## config.mk

```make
export PLATFORM = sky130hd
export DESIGN_NAME = add_round_key_stream_flat
export DESIGN_NICKNAME = d
export VERILOG_FILES = /design/src/rtl/add_round_key_stream_if.sv /design/src/rtl/add_round_key_stream.sv /design/src/flat_wrapper.sv
export SDC_FILE = /design/constraint.sdc
export NUM_CORES = 2
export LEC_CHECK = 0
export CAP_MARGIN = 20
export CELL_PAD_IN_SITES_DETAIL_PLACEMENT = 1
export CELL_PAD_IN_SITES_GLOBAL_PLACEMENT = 1
export CORE_MARGIN = 1
export CORE_UTILIZATION = 25
export DETAILED_ROUTE_END_ITERATION = 16
export PLACE_DENSITY = 0.49
export REMOVE_ABC_BUFFERS = 1
export SLEW_MARGIN = 20
export SYNTH_ARGS = -nofsm -noshare
export SYNTH_HDL_FRONTEND = slang
export SYNTH_SLANG_ARGS = --single-unit
```

## constraint.sdc

```tcl
create_clock -name clk -period 55 [get_ports clk]
set_clock_uncertainty 0.1 [all_clocks]
set_input_delay 11 -clock clk [delete_from_list [all_inputs] [get_ports clk]]
set_output_delay 11 -clock clk [all_outputs]
set_load 0.03 [all_outputs]
```

## src/rtl/add_round_key_stream_if.sv

```systemverilog
// rtl/add_round_key_stream_if.sv - state-in / result-out handshake bundle for the AddRoundKey engine
interface add_round_key_stream_if #(
  parameter int NB         = 4,
  parameter int ROUND_KEYS = 11
) ();
  localparam int SW = 32 * NB;
  localparam int RW = (ROUND_KEYS > 1) ? $clog2(ROUND_KEYS) : 1;

  logic          s_valid;
  logic          s_ready;
  logic [SW-1:0] s_state;
  logic [RW-1:0] s_round;
  logic          m_valid;
  logic          m_ready;
  logic [SW-1:0] m_state;
  logic          m_err;

  modport master (
    output s_valid, s_state, s_round, m_ready,
    input  s_ready, m_valid, m_state, m_err
  );

  modport slave (
    input  s_valid, s_state, s_round, m_ready,
    output s_ready, m_valid, m_state, m_err
  );
endinterface

```

## src/rtl/add_round_key_stream.sv

```systemverilog
// rtl/add_round_key_stream.sv - multi-beat AES AddRoundKey engine with a writable round-key buffer
module add_round_key_stream #(
  parameter int NB         = 4,
  parameter int LANES      = 1,
  parameter int ROUND_KEYS = 11,
  localparam int SW        = 32 * NB,
  localparam int RW        = (ROUND_KEYS > 1) ? $clog2(ROUND_KEYS) : 1
) (
  input  logic                   clk,
  input  logic                   rst,
  input  logic                   key_we,
  input  logic [RW-1:0]          key_waddr,
  input  logic [SW-1:0]          key_wdata,
  output logic                   key_wr_err,
  add_round_key_stream_if.slave  bus
);
  localparam int BEATS = NB / LANES;
  localparam int BW    = (BEATS > 1) ? $clog2(BEATS) : 1;
  localparam logic [RW:0] RK_LIM = (RW + 1)'(ROUND_KEYS);

  localparam logic [1:0] ST_IDLE = 2'd0;
  localparam logic [1:0] ST_MIX  = 2'd1;
  localparam logic [1:0] ST_HOLD = 2'd2;

  logic [1:0]    state_q, state_d;
  logic [BW-1:0] beat_q, beat_d;
  logic [SW-1:0] work_q, work_d;
  logic [RW-1:0] rnd_q, rnd_d;
  logic          err_q, err_d;
  logic [SW-1:0] mstate_q, mstate_d;
  logic          mvalid_q, mvalid_d;
  logic          wr_err_q, wr_err_d;
  logic [SW-1:0] keys_q [ROUND_KEYS];

  logic [SW-1:0] key_sel;
  logic [SW-1:0] mixed;
  logic          last_beat;
  logic          key_wr_ok;

  // An out-of-range round is flagged and mixed against zero, so the state passes through.
  always_comb begin
    key_sel = '0;
    if (!err_q && ({1'b0, rnd_q} < RK_LIM)) begin
      key_sel = keys_q[rnd_q];
    end
  end

  always_comb begin
    mixed = work_q;
    for (int c = 0; c < NB; c++) begin
      if ((c / LANES) == int'(beat_q)) begin
        mixed[32*c +: 32] = work_q[32*c +: 32] ^ key_sel[32*c +: 32];
      end
    end
  end

  assign last_beat = (beat_q == BW'(BEATS - 1));

  always_comb begin
    state_d  = state_q;
    beat_d   = beat_q;
    work_d   = work_q;
    rnd_d    = rnd_q;
    err_d    = err_q;
    mstate_d = mstate_q;
    mvalid_d = mvalid_q;
    case (state_q)
      ST_IDLE: begin
        if (bus.s_valid) begin
          state_d = ST_MIX;
          work_d  = bus.s_state;
          rnd_d   = bus.s_round;
          beat_d  = '0;
          err_d   = !({1'b0, bus.s_round} < RK_LIM);
        end
      end
      ST_MIX: begin
        work_d = mixed;
        if (last_beat) begin
          state_d  = ST_HOLD;
          beat_d   = '0;
          mvalid_d = 1'b1;
          mstate_d = mixed;
        end else begin
          beat_d = beat_q + BW'(1);
        end
      end
      ST_HOLD: begin
        if (bus.m_ready) begin
          state_d  = ST_IDLE;
          mvalid_d = 1'b0;
        end
      end
      default: state_d = ST_IDLE;
    endcase
  end

  // The slot being mixed is write-protected only while beats are still reading it.
  always_comb begin
    key_wr_ok = key_we && ({1'b0, key_waddr} < RK_LIM)
                && !((state_q == ST_MIX) && (key_waddr == rnd_q));
    wr_err_d  = key_we && !key_wr_ok;
  end

  always_ff @(posedge clk or posedge rst) begin
    if (rst) begin
      state_q  <= ST_IDLE;
      beat_q   <= '0;
      work_q   <= '0;
      rnd_q    <= '0;
      err_q    <= 1'b0;
      mstate_q <= '0;
      mvalid_q <= 1'b0;
      wr_err_q <= 1'b0;
    end else begin
      state_q  <= state_d;
      beat_q   <= beat_d;
      work_q   <= work_d;
      rnd_q    <= rnd_d;
      err_q    <= err_d;
      mstate_q <= mstate_d;
      mvalid_q <= mvalid_d;
      wr_err_q <= wr_err_d;
    end
  end

  always_ff @(posedge clk or posedge rst) begin
    if (rst) begin
      for (int k = 0; k < ROUND_KEYS; k++) begin
        keys_q[k] <= '0;
      end
    end else if (key_wr_ok) begin
      keys_q[key_waddr] <= key_wdata;
    end
  end

  assign bus.s_ready = (state_q == ST_IDLE);
  assign bus.m_valid = mvalid_q;
  assign bus.m_state = mstate_q;
  assign bus.m_err   = err_q;
  assign key_wr_err  = wr_err_q;
endmodule

```

## src/flat_wrapper.sv

```systemverilog
// flat-port wrapper written by rule: the top's interface ports become plain ports
module add_round_key_stream_flat 
#(
  parameter int NB         = 4,
  parameter int LANES      = 1,
  parameter int ROUND_KEYS = 11,
  localparam int SW        = 32 * NB,
  localparam int RW        = (ROUND_KEYS > 1) ? $clog2(ROUND_KEYS) : 1
)
  (clk, rst, key_we, key_waddr, key_wdata, key_wr_err, bus_s_valid, bus_s_state, bus_s_round, bus_m_ready, bus_s_ready, bus_m_valid, bus_m_state, bus_m_err);
  add_round_key_stream_if #(.NB(NB), .ROUND_KEYS(ROUND_KEYS)) bus_i ();
  input  logic clk;
  input  logic rst;
  input  logic key_we;
  input  logic [RW-1:0] key_waddr;
  input  logic [SW-1:0] key_wdata;
  output logic key_wr_err;
  input wire logic [$bits(bus_i.s_valid)-1:0] bus_s_valid;
  input wire logic [$bits(bus_i.s_state)-1:0] bus_s_state;
  input wire logic [$bits(bus_i.s_round)-1:0] bus_s_round;
  input wire logic [$bits(bus_i.m_ready)-1:0] bus_m_ready;
  output wire logic [$bits(bus_i.s_ready)-1:0] bus_s_ready;
  output wire logic [$bits(bus_i.m_valid)-1:0] bus_m_valid;
  output wire logic [$bits(bus_i.m_state)-1:0] bus_m_state;
  output wire logic [$bits(bus_i.m_err)-1:0] bus_m_err;
  assign bus_i.s_valid = bus_s_valid;
  assign bus_i.s_state = bus_s_state;
  assign bus_i.s_round = bus_s_round;
  assign bus_i.m_ready = bus_m_ready;
  assign bus_s_ready = bus_i.s_ready;
  assign bus_m_valid = bus_i.m_valid;
  assign bus_m_state = bus_i.m_state;
  assign bus_m_err = bus_i.m_err;
  add_round_key_stream #(.NB(NB), .LANES(LANES), .ROUND_KEYS(ROUND_KEYS)) u_core (.clk(clk), .rst(rst), .key_we(key_we), .key_waddr(key_waddr), .key_wdata(key_wdata), .key_wr_err(key_wr_err), .bus(bus_i));
endmodule
```

* After elaboration in Yosys (flattened, before gate mapping)
Cells that the tools add are included.
** Operators by class
- Reduce and logical (&&, ||, !) cells :: 19
- Equal/unequal tests :: 10
- $add $sub $neg :: 1
- Bitwise operators :: 6
- Multiplexer cells :: 23
- $lt $le $gt $ge :: 6
** Operator list (number)
- $bwmux 1408 :: 1
- $mux 128 :: 5
- $bmux 128 s4 :: 1
- $demux 128 s4 :: 1
- $pmux 128 s2 :: 1
- $mux 32 :: 4
- $xor 32x32->32 :: 4
- $lt 4x4->1 const B :: 3
- $ge 5x5->1 const B :: 2
- $mux 2 :: 5
- $not 4->5 :: 2
- $logic_and 1x1->1 :: 6
- $pmux 2 s3 :: 1
- $reduce_and 2->1 :: 3
- $reduce_and 3->1 :: 2
- $lt 5x1->1 const B :: 1
- $eq 2x2->1 const A :: 2
- $eq 2x2->1 const B :: 2
- $eq 4x4->1 :: 1
- $logic_not 1->1 :: 4
- $logic_not 2->1 :: 2
- $ne 2x2->1 const B :: 2
- $pmux 2 s2 :: 1
- $reduce_bool 2->1 :: 2
- 6 further kinds :: 7
** Storage, ports and cells
- Input port bits :: 269
- Flip-flop bits (word level) :: 1675

* Depth between registers and ports, before layout
- Depth in word-level cells :: 8
- Gate-level depth with buffers :: 9

* Worst setup path before layout
Ideal clock, no wire load.
- Kind :: input to register
- From :: in key_waddr[3]
- To :: reg u_core.keys_q[148] (netlist name)
- Slack :: 41.995 ns
- Arrival time :: 12.780 ns
- Setup time :: 0.125 ns
- Buffers on the path :: 3
- Cell stages on the path :: 8
- Cell sequence :: buf_2 > xor2_1 > nor4_4 > a2111o_1 > nor2b_1 > buf_4 > buf_6 > mux2_2
** On the way
- Longest elaborated chain between the ends :: 6
- Elaborated cells between the ends (all ways) :: 13
- Those cells by class :: order compare: 3; eq/ne: 1; mux: 3; bitwise: 1; reduce/logical: 5
** Ends and longest elaborated chain
- start: declaration :: line flat_wrapper.sv:15 : input logic [RW-1:0] key_waddr;
- $not 4->5 (not written as such) :: line add_round_key_stream.sv:133 : keys_q[key_waddr] <= key_wdata;
- $ge 5x5->1 (not written as such) or $lt 5x1->1 (tied branches) :: line add_round_key_stream.sv:133
- $logic_and 1x1->1 (not written as such) :: line add_round_key_stream.sv:133
- $mux 128 (not written as such) :: line add_round_key_stream.sv:133
- $demux 128 s4 :: line add_round_key_stream.sv:133
- $bwmux 1408 :: line add_round_key_stream.sv:133
- end signal: indexed assignment :: line add_round_key_stream.sv:133
- end: declaration :: line add_round_key_stream.sv:33 : logic [SW-1:0] keys_q [ROUND_KEYS];
Parallel ways exist; a longest one is shown, timed or not.
A chain may end at the register's enable or synchronous reset.

==> results.tsv <==
stage	metric	value	unit
drt	Detailed Routing Iterations Pass 1	5	
place	Final Wtd Congestion	0.713	
layout	Final nets	6967	
worst_setup_path	Crit path max-delay family	buffers and inverters	
clocking	Max Buffers Root-to-Sink	4	
hold_path	WHS Path Cells	1	
timing	Final setup viols	0	
worst_setup_path	Critical Path RT	55.73	ns
synthesis	Cells after Synth	6559	
timing	RSZ-0062 raised after global routing	false	
layout	Final Non-Filler Cells	11100	
worst_setup_path	kind of start point of the critical path	primary input	
drt	drt total wl	266	mm
worst_setup_path	Critical Path End Type	async pin	
floorplanning	die height	569	microns
clocking	setup bufs post-CTS	0	
global_routing	Congestion Overflow GR	0	
timing	Fmax achieved	0.0641	GHz
drt	antenna-violating nets left	0	
place	dpl hpwl	156	mm
global_routing	vias in the first global route	59700	
global_routing	GRT Overall Usage	0.163	
worst_setup_path	Critical path origin	rst	
synthesis	top_reg_cell synth	dfrtp_1	
place	Cells after DPL	10800	
clocking	clk_lat worst skew	0.89	ns
power_and_ir_drop	total power	5.03	mW
worst_setup_path	CP Depth	8	
timing	Tcrit/Tclk final	0.284	
clocking	CTS sink count	1675	
synthesis	asr flop ratio synth	1.00	
power_and_ir_drop	PD cells	53.2	nW/um^2
layout	layout cells sized above 1	0.275	
layout	final core utilization	0.296	
place	Place WS	38.23	ns
synthesis	Warnings, synthesis	0	
worst_setup_path	CP max stage cell	buf_4	
power_and_ir_drop	worst vdd ir	0.0344	mV
timing	post-layout min period	15.60	ns
clocking	clock root buffer master	clkbuf_16	
worst_setup_path	critical path arrival	16.33	ns
global_routing	first-pass GRT wire length	401	mm
timing	Slew Viols, Final	0	
power_and_ir_drop	Static Leak	39.6	nW
worst_setup_path	CP Capture Point	u_core.keys_q[78]$_DFFE_PP0P_	
floorplanning	io pins	401	
worst_setup_path	Crit Path Class	primary input to async pin	
floorplanning	Core ar.	319000	sq um
floorplanning	Rows	207	
timing	Max-slew headroom	0.232	
layout	post-layout instance area	94500	sq um
worst_setup_path	CP max FO	152	
synthesis	#FFs+latches synth	1675	
place	Buffers on Ports	400	
layout	Area Growth Syn to Fin	17.6	%
drt	vias	54200	
drt	routed vias/inst	4.86	
worst_setup_path	worst r2r src	u_core.rnd_q[0]$_DFFE_PP0P_	
drt	drt initial violations	2596	
global_routing	pin count of the biggest net entering global routing	165	
timing	Post-Route Setup TNS	0	ns
synthesis	synthesized area per cell	12.3	sq um
hold_path	Hold Crit Class	flip-flop to flip-flop	
clocking	Hold Buf Count CTS	0	
timing	Hold WS	0.401	ns
worst_setup_path	CP Buf/Inv Count	8	
worst_setup_path	Critical Path Max Stage Delay	0.88	ns
clocking	Post-CTS Resized	0	
drt	Routed WL per cell	23.9	microns
worst_setup_path	worst flop-to-flop path endpoint	u_core.work_q[14]$_DFFE_PP0P_	
worst_setup_path	cell mode on critical path	buf_4	
timing	Worst Tran Pin Value	1.15	ns
place	dpl cell area	87700	sq um
floorplanning	initial core utilization	0.252	
worst_setup_path	worst path cell trace	clkdlybuf4s50_1, inv_8, buf_12, buf_16, buf_12, buf_4, buf_4, buf_4	
timing	Hold Vio Cnt, Final	0	
clocking	CTS Buf Count	207	
worst_setup_path	R2R depth	9	
clocking	TritonCTS clock tree	done	
floorplanning	die area	324000	sq um
outcome	outcome	finished clean	
synthesis	post-synthesis sequential area ratio	0.522	
synthesis	Mapped Area	80400	sq um
synthesis	unique cell type count in the Yosys netlist	41	
run	max cap viols	0	
drt	# DRC	0	
synthesis	EDFF count, synth	0	
floorplanning	die width	569	microns
global_routing	initial antenna violation count	33	
timing	setup ws final	39.40	ns
clocking	clock-pin slew on the worst setup and hold paths	0.06	ns
clocking	H-tree Lvls	4	
worst_setup_path	R2R Setup Slk	49.45	ns
layout	Fillers	34400	
[area by class of cell]
type / count / area [sq um] / area share
inverter: 7 / 33.8 / 0.000357
antenna: 10 / 25.0 / 0.000265
clock inverter: 64 / 699 / 0.00740
timing repair buffer: 511 / 4970 / 0.0526
clock buffer: 306 / 6080 / 0.0644
sequential: 1675 / 41900 / 0.444
multi-input combinational: 4292 / 35400 / 0.375
tap: 4284 / 5360 / 0.0567
[cells by family (layout without fill, tap and decap cells)]
family | Yosys count | count (layout) | synth area share
mux | 2048 | 2048 | 0.277
other cells | 0 | 10 | 0
buf+inv | 592 | 888 | 0.0398
xor+xnor | 4 | 4 | 0.000436
compound gates | 790 | 790 | 0.0666
flops | 1675 | 1675 | 0.522
fa+ha+maj | 4 | 4 | 0.000623
simple gates | 1446 | 1446 | 0.0939
[registers in the layout, indices dropped and copies added (netlist names)]
register and count:
u_core.beat_q 2, u_core.bus.m_err 1, u_core.bus.m_state 128, u_core.bus.m_valid 1, u_core.key_wr_err 1, u_core.keys_q 1408, u_core.rnd_q 4, u_core.state_q 2
u_core.work_q 128
[synthesized netlist by cell type, types with 2 or more instances]
master / number / share of area
a2111oi_2: 2 / 0.00037
a21o_1: 8 / 0.00075
a21oi_1: 253 / 0.016
a22oi_1: 249 / 0.023
a31oi_1: 7 / 0.00054
and2_1: 124 / 0.0097
and3_1: 5 / 0.00039
buf_1: 10 / 0.00047
buf_2: 104 / 0.0065
buf_4: 18 / 0.0017
buf_6: 104 / 0.015
clkbuf_1: 349 / 0.016
dfrtp_1: 1675 / 0.52
ha_1: 4 / 0.00062
inv_1: 7 / 0.00033
mux2_2: 1408 / 0.20
mux2i_1: 640 / 0.080
nand2_1: 416 / 0.019
nand2b_1: 122 / 0.0095
nand3_1: 256 / 0.016
nand4_1: 128 / 0.010
nor2_1: 128 / 0.0060
nor2b_1: 9 / 0.00070
nor3_1: 122 / 0.0076
nor4b_1: 120 / 0.013
o21ai_0: 2 / 0.00012
o221a_2: 7 / 0.00098
o22ai_1: 121 / 0.0094
o2bb2ai_1: 128 / 0.014
o31a_1: 8 / 0.00087
o31ai_1: 3 / 0.00028
or3_1: 8 / 0.00062
or3b_2: 4 / 0.00044
xor2_1: 3 / 0.00033
[report_power, final]
group / total [mW] / switching, mW / internal, mW / leakage, nW
Combinational: 1.79 / 1.04 / 0.748 / 15.5
Sequential: 1.88 / 0.256 / 1.62 / 20.8
Clock: 1.36 / 0.568 / 0.794 / 3.34
Total: 5.03 / 1.87 / 3.16 / 39.6
[metal layers]
| metal | routed length [microns] | vias to the layer above | global-route usage | part of all wire |
|---|---|---|---|---|
| li1 | - | 24200 | - | - |
| met1 | 122000 | 28800 | 0.218 | 0.46 |
| met2 | 129000 | 836 | 0.279 | 0.49 |
| met3 | 8780 | 376 | 0.0218 | 0.033 |
| met4 | 5690 | 12 | 0.0368 | 0.021 |
| met5 | 81 | - | 0 | 0.00030 |
[cell usage in the layout (no fill, tap or decap), types with 7 or more instances in the layout]
| master | synthesis | routed |
|---|---|---|
| a31oi_1 | 7 | 7 |
| diode_2 | 0 | 10 |
| dfrtp_1 | 1675 | 1673 |
| clkbuf_16 | 0 | 208 |
| buf_12 | 0 | 7 |
| nor3_1 | 122 | 121 |
| mux2_2 | 1408 | 1408 |
| nand3_1 | 256 | 256 |
| o221a_2 | 7 | 7 |
| mux2i_1 | 640 | 640 |
| and2_1 | 124 | 122 |
| buf_4 | 18 | 101 |
| nand4_1 | 128 | 128 |
| a21oi_1 | 253 | 253 |
| a22oi_1 | 249 | 249 |
| nor4b_1 | 120 | 120 |
| o31a_1 | 8 | 8 |
| o22ai_1 | 121 | 121 |
| clkdlybuf4s50_1 | 0 | 400 |
| nand2_1 | 416 | 407 |
| clkinv_2 | 0 | 38 |
| or3_1 | 8 | 8 |
| nand2b_1 | 122 | 121 |
| clkbuf_8 | 0 | 51 |
| clkinv_16 | 0 | 7 |
| nor2_1 | 128 | 125 |
| clkbuf_1 | 349 | 47 |
| a21o_1 | 8 | 8 |
| o2bb2ai_1 | 128 | 128 |
| nand2_4 | 0 | 8 |
[worst register-to-register path, stage by stage, from the launching register on]
cell     delay [ns]
dfrtp_4        0.83
buf_12         0.67
buf_4          0.93
buf_4          0.82
buf_4          0.94
mux2i_1        0.23
a22oi_1        0.22
nand3_1        0.29
nor4b_1        0.25
nor3_1         0.20
[worst min path at each step]
| stage | from | end |
|---|---|---|
| finish | u_core.keys_q[361]$_DFFE_PP0P_ | u_core.keys_q[361]$_DFFE_PP0P_ |
| global placement | u_core.keys_q[1288]$_DFFE_PP0P_ | u_core.keys_q[1288]$_DFFE_PP0P_ |
| CTS | u_core.keys_q[859]$_DFFE_PP0P_ | u_core.keys_q[859]$_DFFE_PP0P_ |
| detailed placement | u_core.keys_q[329]$_DFFE_PP0P_ | u_core.keys_q[329]$_DFFE_PP0P_ |
| global route | u_core.keys_q[77]$_DFFE_PP0P_ | u_core.keys_q[77]$_DFFE_PP0P_ |
| floorplan | u_core.keys_q[1024]$_DFFE_PP0P_ | u_core.keys_q[1024]$_DFFE_PP0P_ |
(Power assumes the default switching activity.)
